===== config.mk =====
export PLATFORM = sky130hd
export DESIGN_NAME = hall_tracker
export DESIGN_NICKNAME = d
export VERILOG_FILES = /design/src/rtl/hall_tracker.sv
export SDC_FILE = /design/constraint.sdc
export NUM_CORES = 1
export LEC_CHECK = 0
export BUFFER_PORTS_ARGS = -buffer_cell sky130_fd_sc_hd__buf_2
export CORE_ASPECT_RATIO = 1.75
export CORE_MARGIN = 3
export CORE_UTILIZATION = 50
export CTS_BUF_LIST = sky130_fd_sc_hd__clkbuf_4 sky130_fd_sc_hd__clkbuf_8 sky130_fd_sc_hd__clkbuf_16
export CTS_CLUSTER_DIAMETER = 80
export CTS_CLUSTER_SIZE = 10
export DETAILED_ROUTE_END_ITERATION = 12
export HOLD_SLACK_MARGIN = 0.02
export MAX_ROUTING_LAYER = met4
export PLACE_DENSITY = 0.7
export SETUP_SLACK_MARGIN = 0.3
export SKIP_CTS_REPAIR_TIMING = 1
export SYNTH_ARGS = -nofsm -noshare
export SYNTH_HDL_FRONTEND = slang
export SYNTH_SLANG_ARGS = --single-unit

===== constraint.sdc =====
create_clock -name clk -period 8 [get_ports clk]
set_input_delay 0.8 -clock clk [delete_from_list [all_inputs] [get_ports clk]]
set_output_delay 0.8 -clock clk [all_outputs]
set_load 0.05 [all_outputs]

===== src/rtl/hall_tracker.sv =====
// hall_tracker: BLDC rotor position from three hall inputs, with
// sync, glitch filter, direction, step period, stall and error count.
module hall_tracker #(
  parameter int COUNTER_WIDTH = 16,
  parameter int PERIOD_WIDTH  = 16,
  parameter int ERR_WIDTH     = 8,
  parameter int SYNC_STAGES   = 2,
  parameter int FILTER_CYCLES = 4,
  parameter int DIR_INVERT    = 0
) (
  input  logic                            clk,
  input  logic                            reset,
  input  logic                            clr,
  input  logic [2:0]                      hall,
  output logic signed [COUNTER_WIDTH-1:0] count,
  output logic                            dir,
  output logic                            step,
  output logic [PERIOD_WIDTH-1:0]         period,
  output logic                            period_valid,
  output logic                            stall,
  output logic                            err,
  output logic [ERR_WIDTH-1:0]            err_count
);

  localparam int RW = $clog2(FILTER_CYCLES + 1);
  localparam logic [RW-1:0] RUN_MAX = RW'(FILTER_CYCLES);
  localparam logic [PERIOD_WIDTH-1:0] TMR_MAX = '1;
  localparam logic [ERR_WIDTH-1:0] ERR_MAX = '1;
  localparam bit INV = (DIR_INVERT != 0);

  logic [2:0]              sync_q [SYNC_STAGES];
  logic [2:0]              hall_s;
  logic [2:0]              cand;
  logic [RW-1:0]           run;
  logic [RW-1:0]           run_n;
  logic [2:0]              hall_f;
  logic                    f_new;
  logic [2:0]              hall_prev;
  logic [PERIOD_WIDTH-1:0] timer;

  logic eval;
  logic illegal;
  logic seed;
  logic is_fwd;
  logic is_rev;
  logic is_step;
  logic is_err;
  logic up;

  // Successor of a legal code in the forward rotation order.
  function automatic logic [2:0] fwd_of(input logic [2:0] c);
    logic [2:0] n;
    unique case (c)
      3'b101:  n = 3'b100;
      3'b100:  n = 3'b110;
      3'b110:  n = 3'b010;
      3'b010:  n = 3'b011;
      3'b011:  n = 3'b001;
      3'b001:  n = 3'b101;
      default: n = 3'b000;
    endcase
    return n;
  endfunction

  // Metastability chain on the raw pins.
  always_ff @(posedge clk or posedge reset) begin
    if (reset) begin
      for (int i = 0; i < SYNC_STAGES; i++)
        sync_q[i] <= 3'b000;
    end else begin
      sync_q[0] <= hall;
      for (int i = 1; i < SYNC_STAGES; i++)
        sync_q[i] <= sync_q[i-1];
    end
  end

  assign hall_s = sync_q[SYNC_STAGES-1];

  // Length of the current run of identical synced codes.
  always_comb begin
    run_n = run;
    if (hall_s != cand)
      run_n = RW'(1);
    else if (run < RUN_MAX)
      run_n = run + RW'(1);
  end

  // Accept a code once its run reaches the filter length.
  always_ff @(posedge clk or posedge reset) begin
    if (reset) begin
      cand   <= 3'b000;
      run    <= '0;
      hall_f <= 3'b000;
      f_new  <= 1'b0;
    end else begin
      cand  <= hall_s;
      run   <= run_n;
      f_new <= 1'b0;
      if (run_n >= RUN_MAX) begin
        hall_f <= hall_s;
        f_new  <= (hall_s != hall_f);
      end
    end
  end

  // Only a fresh filtered code is classified, so a stuck
  // illegal code raises a single error.
  assign eval    = f_new && (hall_f != hall_prev);
  assign illegal = (hall_f == 3'b000) || (hall_f == 3'b111);
  assign seed    = (hall_prev == 3'b000);
  assign is_fwd  = (hall_f == fwd_of(hall_prev));
  assign is_rev  = (hall_prev == fwd_of(hall_f));
  assign is_step = eval && !illegal && !seed &&
                   (is_fwd || is_rev);
  assign is_err  = eval && (illegal ||
                   (!seed && !is_fwd && !is_rev));
  assign up      = is_fwd ^ INV;
  assign stall   = (timer == TMR_MAX);

  // Position, period, error bookkeeping; clr wins on count,
  // err_count and timer but pulses still go out.
  always_ff @(posedge clk or posedge reset) begin
    if (reset) begin
      hall_prev    <= 3'b000;
      count        <= '0;
      dir          <= 1'b0;
      step         <= 1'b0;
      period       <= '0;
      period_valid <= 1'b0;
      err          <= 1'b0;
      err_count    <= '0;
      timer        <= '0;
    end else begin
      step         <= is_step;
      period_valid <= is_step;
      err          <= is_err;
      if (eval)
        hall_prev <= illegal ? 3'b000 : hall_f;
      if (is_step) begin
        dir    <= up;
        count  <= up ? count + COUNTER_WIDTH'(1)
                     : count - COUNTER_WIDTH'(1);
        period <= timer;
        timer  <= PERIOD_WIDTH'(1);
      end else if (timer != TMR_MAX) begin
        timer <= timer + PERIOD_WIDTH'(1);
      end
      if (is_err && err_count != ERR_MAX)
        err_count <= err_count + ERR_WIDTH'(1);
      if (clr) begin
        count     <= '0;
        err_count <= '0;
        timer     <= '0;
      end
    end
  end

endmodule


==> out/qor.txt, run 1 <==
# fillers: 771
crit-path cells: xor2_1 > a31o_1 > a22oi_2 > ha_1 > a211oi_1 > o211ai_1 > a211oi_1 > nor3b_1 > or4_1 > a21oi_1
Pint: 0.852 mW
outcome: completed
gr usage total: 20.5%
worst hold path type: reg2reg
Switch Pwr: 0.441 mW
post-route insts no fill: 636
global-route wire length before repair: 16200 um
Tmin final: 3.92 ns
skew final: 0.00471 ns
worst setup path category: reg2reg
leakage power: 2.49 nW
worst vdd ir: 0.127 mV
Primary FF master, synth: dfrtp_1
Yosys warning count: 0
crit path DAT: 4.17 ns
RePlAce Congestion: 0.931
DRC violations left: 0
maximum clock rate: 255 MHz
I/O Buffers: 50
clk root buf: clkbuf_16
first drt pass iteration count: 4
dpl hpwl: 6590 um
Rows: 45
finished layout cell area: 0.00504 sq mm
Area contributors post-synth: dfrtp_1 44%, nand2_1 7.0%, ha_1 5.3%, nor2_1 3.6%, xnor2_1 3.5%
post-place instance area: 0.00471 sq mm
Seq/Total Area, Yosys: 43.8%
Mapped Avg Cell Area: 9.35 sq um
final setup fails: 0
CTS HTree Levels: 3
slowest cell on the critical path: a22oi_2
post-synthesis instance total: 477
Post-Route Setup TNS: 0 ns
flops & latches, synth: 78
Async S/R FF share, synth: 100%
Placed Cells incl. Taps: 620
die span in x: 77.4 um
CTS tree: yes
critical path capture point type: register
final core utilization: 58.1%
Worst path top cell family by delay: compound AO/OA/AOI/OAI gates
Mapped Nets: 503
relative slew slack: 29.4%
vias in the first global route: 3500
synth unique cells: 53
Buffers & Inverters on Critical Path: 0
Clock Latency Late Sink: 0.33 ns
number of flops mapped to enable cells by yosys: 0
# IOs: 51
Clock power frac: 34.2%
max_cap viols: 0
Synth Cell Area: 0.00446 sq mm
total grt overflow: 0
final setup margin: 4.08 ns
CORE AREA: 0.00867 sq mm
post-synth top area cell: dfrtp_1
share of layout cells above drive strength 1: 15.8%
CP max FO: 20
largest net degree at the start of global routing: 79
Switching Share: 34.1%
count leader, synth: nand2_1
register share of total power: 34.6%
post-route ant nets: 0
Synth top area share: 43.8%
CTS sink count: 78
final clock period utilization by the worst path: 48.9%
RSZ-0062 raised after global routing: false
Initial Util: 51.4%
Post-synth top cells: 83 x nand2_1, 78 x dfrtp_1, 43 x nor2_1
CTS buffer count: 9
Via density: 5.68
P&R area growth vs syn: 13.0%
CTS max path bufs: 2
Data required, critical path: 8.25 ns
PwrDens: 257 mW/mm^2
Top cell by count, worst path: a211oi_1
crit-path max cell delay: 0.76 ns
Place WS: 4.14 ns
via count: 3612
initial antenna violation count: 0
initial DRC count: 294
Post-Route WL: 9540 um
CP startpoint kind: register
clk slew on worst S/H paths: 0.06 ns
n_diodes: 0
Tightest Pin Transition: 1.06 ns
Final Hold Vio Count: 0
Die Ht: 131 um
DIE AREA: 0.0101 sq mm
Gate power share: 31.2%
fin nets: 540
Routed wire per std cell: 15.0 um
pins over their slew limit: 0
## kinds of logic (layout without fill, tap and decap cells)
kind of cell	Yosys count	after routing	synth area share [%]
compound gates	88	88	13.3
simple gates	207	207	22.1
buf+inv	31	73	3.98
fa+ha+maj	20	20	5.78
mux	19	19	4.46
flops	78	78	43.8
xor+xnor	34	34	6.68
## through the flow
stage	hold slack (ns)	total power, mW
global placement	0.344	0.839
floorplan	0.331	0.793
detailed placement	0.336	0.854
CTS	0.349	1.30
finish	0.345	1.29
global route	0.363	1.38
## worst reg2reg max path, delay by kind of cell, from the launching register on
| family | cells | cell delay (ns) |
|---|---|---|
| simple gates | 2 | 0.52 |
| compound gates | 6 | 2.01 |
| fa+ha+maj | 1 | 0.41 |
| flops | 1 | 0.72 |
| xor+xnor | 1 | 0.18 |
## cell type report
type / count / area, sq um / share of cell area, %
clock buffers: 11 / 246 / 4.89
clock inverters: 5 / 81.3 / 1.61
inverters: 6 / 23.8 / 0.472
multi-input cells: 368 / 2330 / 46.3
flip-flops and latches: 78 / 1950 / 38.7
well taps: 117 / 146 / 2.91
repair buffers: 51 / 258 / 5.12
## path summary, 6_finish.rpt
kind | startpoint | to | slack (ns) | cells after the start
setup / recovery | hall_f[1]$_DFFE_PP0P_ | count[15]$_DFFE_PP0P_ | 4.08 | 10
min in group asynchronous | reset | cand[0]$_DFF_PP0_ | 0.79 | 3
max in group asynchronous | reset | timer[11]$_DFFE_PP0P_ | 6.61 | 3
setup reg to reg | hall_f[1]$_DFFE_PP0P_ | count[15]$_DFFE_PP0P_ | 4.08 | 10
hold / removal | sync_q[3]$_DFF_PP0_ | hall_s[0]$_DFF_PP0_ | 0.35 | 0
hold reg to reg | sync_q[3]$_DFF_PP0_ | hall_s[0]$_DFF_PP0_ | 0.35 | 0
## state kept, by name, summed over array words and instances, names as in the netlist
register      flops
count            16
hall_s            3
dir               1
cand              3
hall_f            3
period_valid      1
run               3
err_count         8
sync_q            3
err               1
period           16
hall_prev         3
timer            16
f_new             1
## power by group through the flow
stage / logic (mW) / registers (mW) / clock network [mW]
global route: 0.453 / 0.452 / 0.471
floorplan: 0.371 / 0.422 / 0
finish: 0.404 / 0.448 / 0.442
global placement: 0.387 / 0.452 / 0
detailed placement: 0.399 / 0.455 / 0
CTS: 0.403 / 0.447 / 0.454
## metal layers
layer | routed length, um | up-vias | GRT usage [%]
met4 | 224 | 0 | 9.33
met2 | 4940 | 77 | 35.4
met3 | 295 | 17 | 3.84
met1 | 4080 | 1778 | 23.0
li1 | - | 1740 | -
met5 | 0 | - | -
## placed cells by master, fill, tap and decap left out, types with 2 or more instances in the layout
master,n
nand2_1,83
dfrtp_1,78
buf_2,50
nor2_1,43
a21oi_1,28
ha_1,19
xnor2_1,18
xor2_1,16
o21ai_0,15
nand3_1,12
nand4_1,12
mux2i_1,12
nor3_1,11
nor2b_1,9
clkbuf_16,9
and3_1,8
a21o_1,8
a211oi_1,7
mux2_2,7
or3_1,7
a31oi_1,6
o31ai_1,5
inv_1,4
o211ai_1,4
nand2b_1,4
nor4bb_1,3
and4_1,3
or4_1,2
nor3b_1,2
nand3b_1,2
o21a_1,2
a311oi_1,2
clkinv_2,2
bufinv_16,2
(Power assumes the default switching activity.)
==> run 2, diff against run 1 <==
--- a/config.mk
+++ b/config.mk
@@ -5,6 +5,7 @@
 export SDC_FILE = /design/constraint.sdc
 export NUM_CORES = 1
 export LEC_CHECK = 0
+export ABC_AREA = 1
 export BUFFER_PORTS_ARGS = -buffer_cell sky130_fd_sc_hd__buf_2
 export CORE_ASPECT_RATIO = 1.75
 export CORE_MARGIN = 3
@@ -15,7 +16,7 @@
 export DETAILED_ROUTE_END_ITERATION = 12
 export HOLD_SLACK_MARGIN = 0.02
 export MAX_ROUTING_LAYER = met4
-export PLACE_DENSITY = 0.7
+export PLACE_DENSITY = 0.73
 export SETUP_SLACK_MARGIN = 0.3
 export SKIP_CTS_REPAIR_TIMING = 1
 export SYNTH_ARGS = -nofsm -noshare
==> constraint.sdc (replaced) <==
create_clock -name clk -period 3.2 [get_ports clk]
set_input_delay 0.32 -clock clk [delete_from_list [all_inputs] [get_ports clk]]
set_output_delay 0.32 -clock clk [all_outputs]
set_load 0.05 [all_outputs]
==> run 2 against run 1 <==
Against the previous run:
- register-to-register slack lost 3.5 ns
- global-route usage up 1.9 points
- clock-buffer cell count up 2
- first-iteration DRC count rose by 2.0%
- combinational power rose to 2.8 times the previous value
- clock skew is 0.0020 ns higher
- setup slack got worse by 3.5 ns
- critical path type unchanged
- critical endpoint is now count[14]$_DFFE_PP0P_
- largest cell class unchanged
- largest power group is now combinational logic
==> out/qor.txt, run 2 <==
Initial Util: 52.0% (+0.56 points)
crit path DAT: 2.88 ns (-1.29 ns)
Mapped Nets: 560 (+11%)
Data required, critical path: 3.43 ns (-4.82 ns)
Area contributors post-synth: dfrtp_1 45%, nand2_1 13%, ha_1 5.5%, nand3_1 5.4%, inv_1 3.7%
Seq/Total Area, Yosys: 44.9% (+1.1 points)
fin nets: 615 (+14%)
Gate power share: 34.9% (+3.7 points)
number of flops mapped to enable cells by yosys: 0 (unchanged)
Switching Share: 37.1% (+3.0 points)
sequential cell area: 0.00195 sq mm (unchanged)
slowest cell on the critical path: ha_1
Final Hold Vio Count: 0 (unchanged)
Post-Route Setup TNS: 0 ns (unchanged)
maximum clock rate: 378 MHz (+48%)
outcome: completed
most common cell after layout, fill and taps aside: nand2_1
Buffers & Inverters on Critical Path: 2 (+2)
post-route ant nets: 0 (unchanged)
max_cap viols: 0 (unchanged)
critical path capture point type: register
Pint: 2.05 mW (+140%)
gr usage total: 22.4% (+1.9 points)
Clock Latency Late Sink: 0.34 ns (about the same)
Synth top area share: 44.9% (+1.1 points)
synth unique cells: 39 (-26%)
crit-path max cell delay: 0.50 ns (-0.26 ns)
Tightest Pin Transition: 0.787 ns (-0.271 ns)
PwrDens: 649 mW/mm^2 (+150%)
skew final: 0.00670 ns (+0.00199 ns)
met3 WL: 251 um (-15%)
pins over their slew limit: 0 (unchanged)
Clock power frac: 32.3% (-1.9 points)
Post-Route WL: 9920 um (+3.9%)
global-route wire length before repair: 17100 um (+5.3%)
Worst path top cell family by delay: simple AND/OR/NAND/NOR gates
worst hold path type: in2reg
final core utilization: 60.2% (+2.1 points)
Synth Cell Area: 0.00435 sq mm (-2.4%)
Yosys warning count: 0 (unchanged)
Mapped Avg Cell Area: 8.15 sq um (-13%)
count leader, synth: nand2_1
worst reg2reg startpoint: hall_f[1]$_DFFE_PP0P_
initial DRC count: 300 (+2.0%)
relative slew slack: 47.5% (+18 points)
I/O Buffers: 50 (unchanged)
final clock period utilization by the worst path: 82.7% (+34 points)
register share of total power: 32.7% (-1.9 points)
vias in the first global route: 3651 (+4.3%)
n_diodes: 0 (unchanged)
clk root buf: clkbuf_16
Rows: 44 (-2.2%)
Post-synth top cells: 156 x nand2_1, 78 x dfrtp_1, 47 x nand3_1
first drt pass iteration count: 4 (unchanged)
Die Ht: 129 um (-1.2%)
# fillers: 771 (unchanged)
routed wl met2: 5290 um (+7.1%)
top flop regs: count x16, period x16, timer x16
most frequent cells in the layout: 156 x nand2_1, 78 x dfrtp_1, 50 x buf_2
Top Metal Used: met4
DRC violations left: 0 (unchanged)
worst setup path category: reg2reg
P&R area growth vs syn: 15.7%
Via density: 5.28 (-6.9%)
total grt overflow: 0 (unchanged)
CTS max path bufs: 2 (unchanged)
Post-Route M1 WL: 4130 um (+1.0%)
Hold Path Origin: hall[1]
CORE AREA: 0.00837 sq mm (-3.5%)
dpl hpwl: 7140 um (+8.4%)
Async S/R FF share, synth: 100% (unchanged)
die span in x: 76.5 um (-1.1%)
final setup fails: 0 (unchanged)
Switch Pwr: 1.21 mW (+170%)
flops & latches, synth: 78 (unchanged)
largest net degree at the start of global routing: 45 (-43%)
RSZ-0062 raised after global routing: false
via count: 3747 (+3.7%)
CTS buffer count: 9 (unchanged)
Tmin final: 2.65 ns (-1.27 ns)
post-synth top area cell: dfrtp_1
CP startpoint kind: register
post-synthesis instance total: 534 (+12%)
CTS HTree Levels: 3 (unchanged)
share of layout cells above drive strength 1: 17.0% (+1.2 points)
RePlAce Congestion: 0.980 (+5.3%)
CP max FO: 10 (-50%)
CTS sink count: 78 (unchanged)
initial antenna violation count: 0 (unchanged)
Primary FF master, synth: dfrtp_1
Routed wire per std cell: 14.0 um (-6.8%)
# IOs: 51 (unchanged)
CTS tree: yes
worst vdd ir: 0.393 mV (+210%)
leakage power: 2.62 nW (+5.1%)
crit path from: hall_f[1]$_DFFE_PP0P_
crit-path cells: inv_2 > nand3_1 > nand2_1 > nor2_2 > nand3_2 > ha_1 > nand2_1 > inv_1 > nand3_1 > or2_2 > a21oi_1 > o21ai_1
multi-input logic area: 0.00217 sq mm (-6.9%)
DIE AREA: 0.00990 sq mm (-2.3%)
clk slew on worst S/H paths: 0.06 ns (about the same)
-- run 2: changes by cell type after synthesis, sizes merged, moves of 9 or more --
cell | previous run | this run
nand2 | 84 | 162
buf | 19 | 6
inv | 6 | 50
nand3 | 12 | 49
o21ai | 15 | 44
nor2b | 9 | 0
mux2i | 12 | 1
-- run 2: area by class of cell --
cell class / count / share of cell area, %
clock inverter: 3 / 0.845
inverter: 50 / 3.78
multi-input combinational: 399 / 43.1
sequential: 78 / 38.8
tap: 115 / 2.86
clock buffer: 13 / 5.32
timing repair buffer: 51 / 5.37
-- run 2: per-layer routing --
| metal | GRT usage [%] | vias up |
|---|---|---|
| met5 | - | - |
| met4 | 10.7 | 0 |
| met3 | 3.20 | 16 |
| met2 | 40.3 | 64 |
| met1 | 24.3 | 1809 |
| li1 | - | 1858 |
-- run 2: worst paths after layout --
path	to	slack (ns)	cells after the start
max	count[14]$_DFFE_PP0P_	0.55	12
min	sync_q[4]$_DFF_PP0_	0.08	1
max reg2reg	count[14]$_DFFE_PP0P_	0.55	12
min reg2reg	hall_s[2]$_DFF_PP0_	0.36	0
max in group asynchronous	timer[6]$_DFFE_PP0P_	2.37	3
min in group asynchronous	sync_q[4]$_DFF_PP0_	0.12	2
-- run 2: stage by stage --
step | instances | setup WS [ns] | cell area [sq um] | hold slack [ns] | power [mW]
2_1_floorplan | 534 | 0.885 | 4350 | 0.331 | 1.97
3_3_place_gp | 692 | 0.646 | 4710 | 0.336 | 2.17
3_5_place_dp | 692 | 0.540 | 4710 | 0.339 | 2.18
4_1_cts | 708 | 0.521 | 5020 | 0.0781 | 3.25
5_1_grt | 709 | 0.349 | 5040 | 0.0825 | 3.48
6_report | 709 | 0.554 | 5040 | 0.0848 | 3.27
-- run 2: kinds of logic after synthesis --
logic type      after synthesis  synth area share (%)
mux                           1                 0.230
simple gates                274                  27.9
flops                        78                  44.9
buf+inv                      58                  5.58
fa+ha+maj                    20                  5.92
compound gates               77                  10.3
xor+xnor                     26                  5.23
-- run 2: power by group through the flow --
stage	combinational, mW	sequential (mW)	clock (mW)
after floorplan	0.856	1.11	0
after global placement	1.08	1.09	0
after detailed placement	1.10	1.09	0
after CTS	1.11	1.07	1.08
after global routing	1.29	1.08	1.11
final	1.14	1.07	1.06
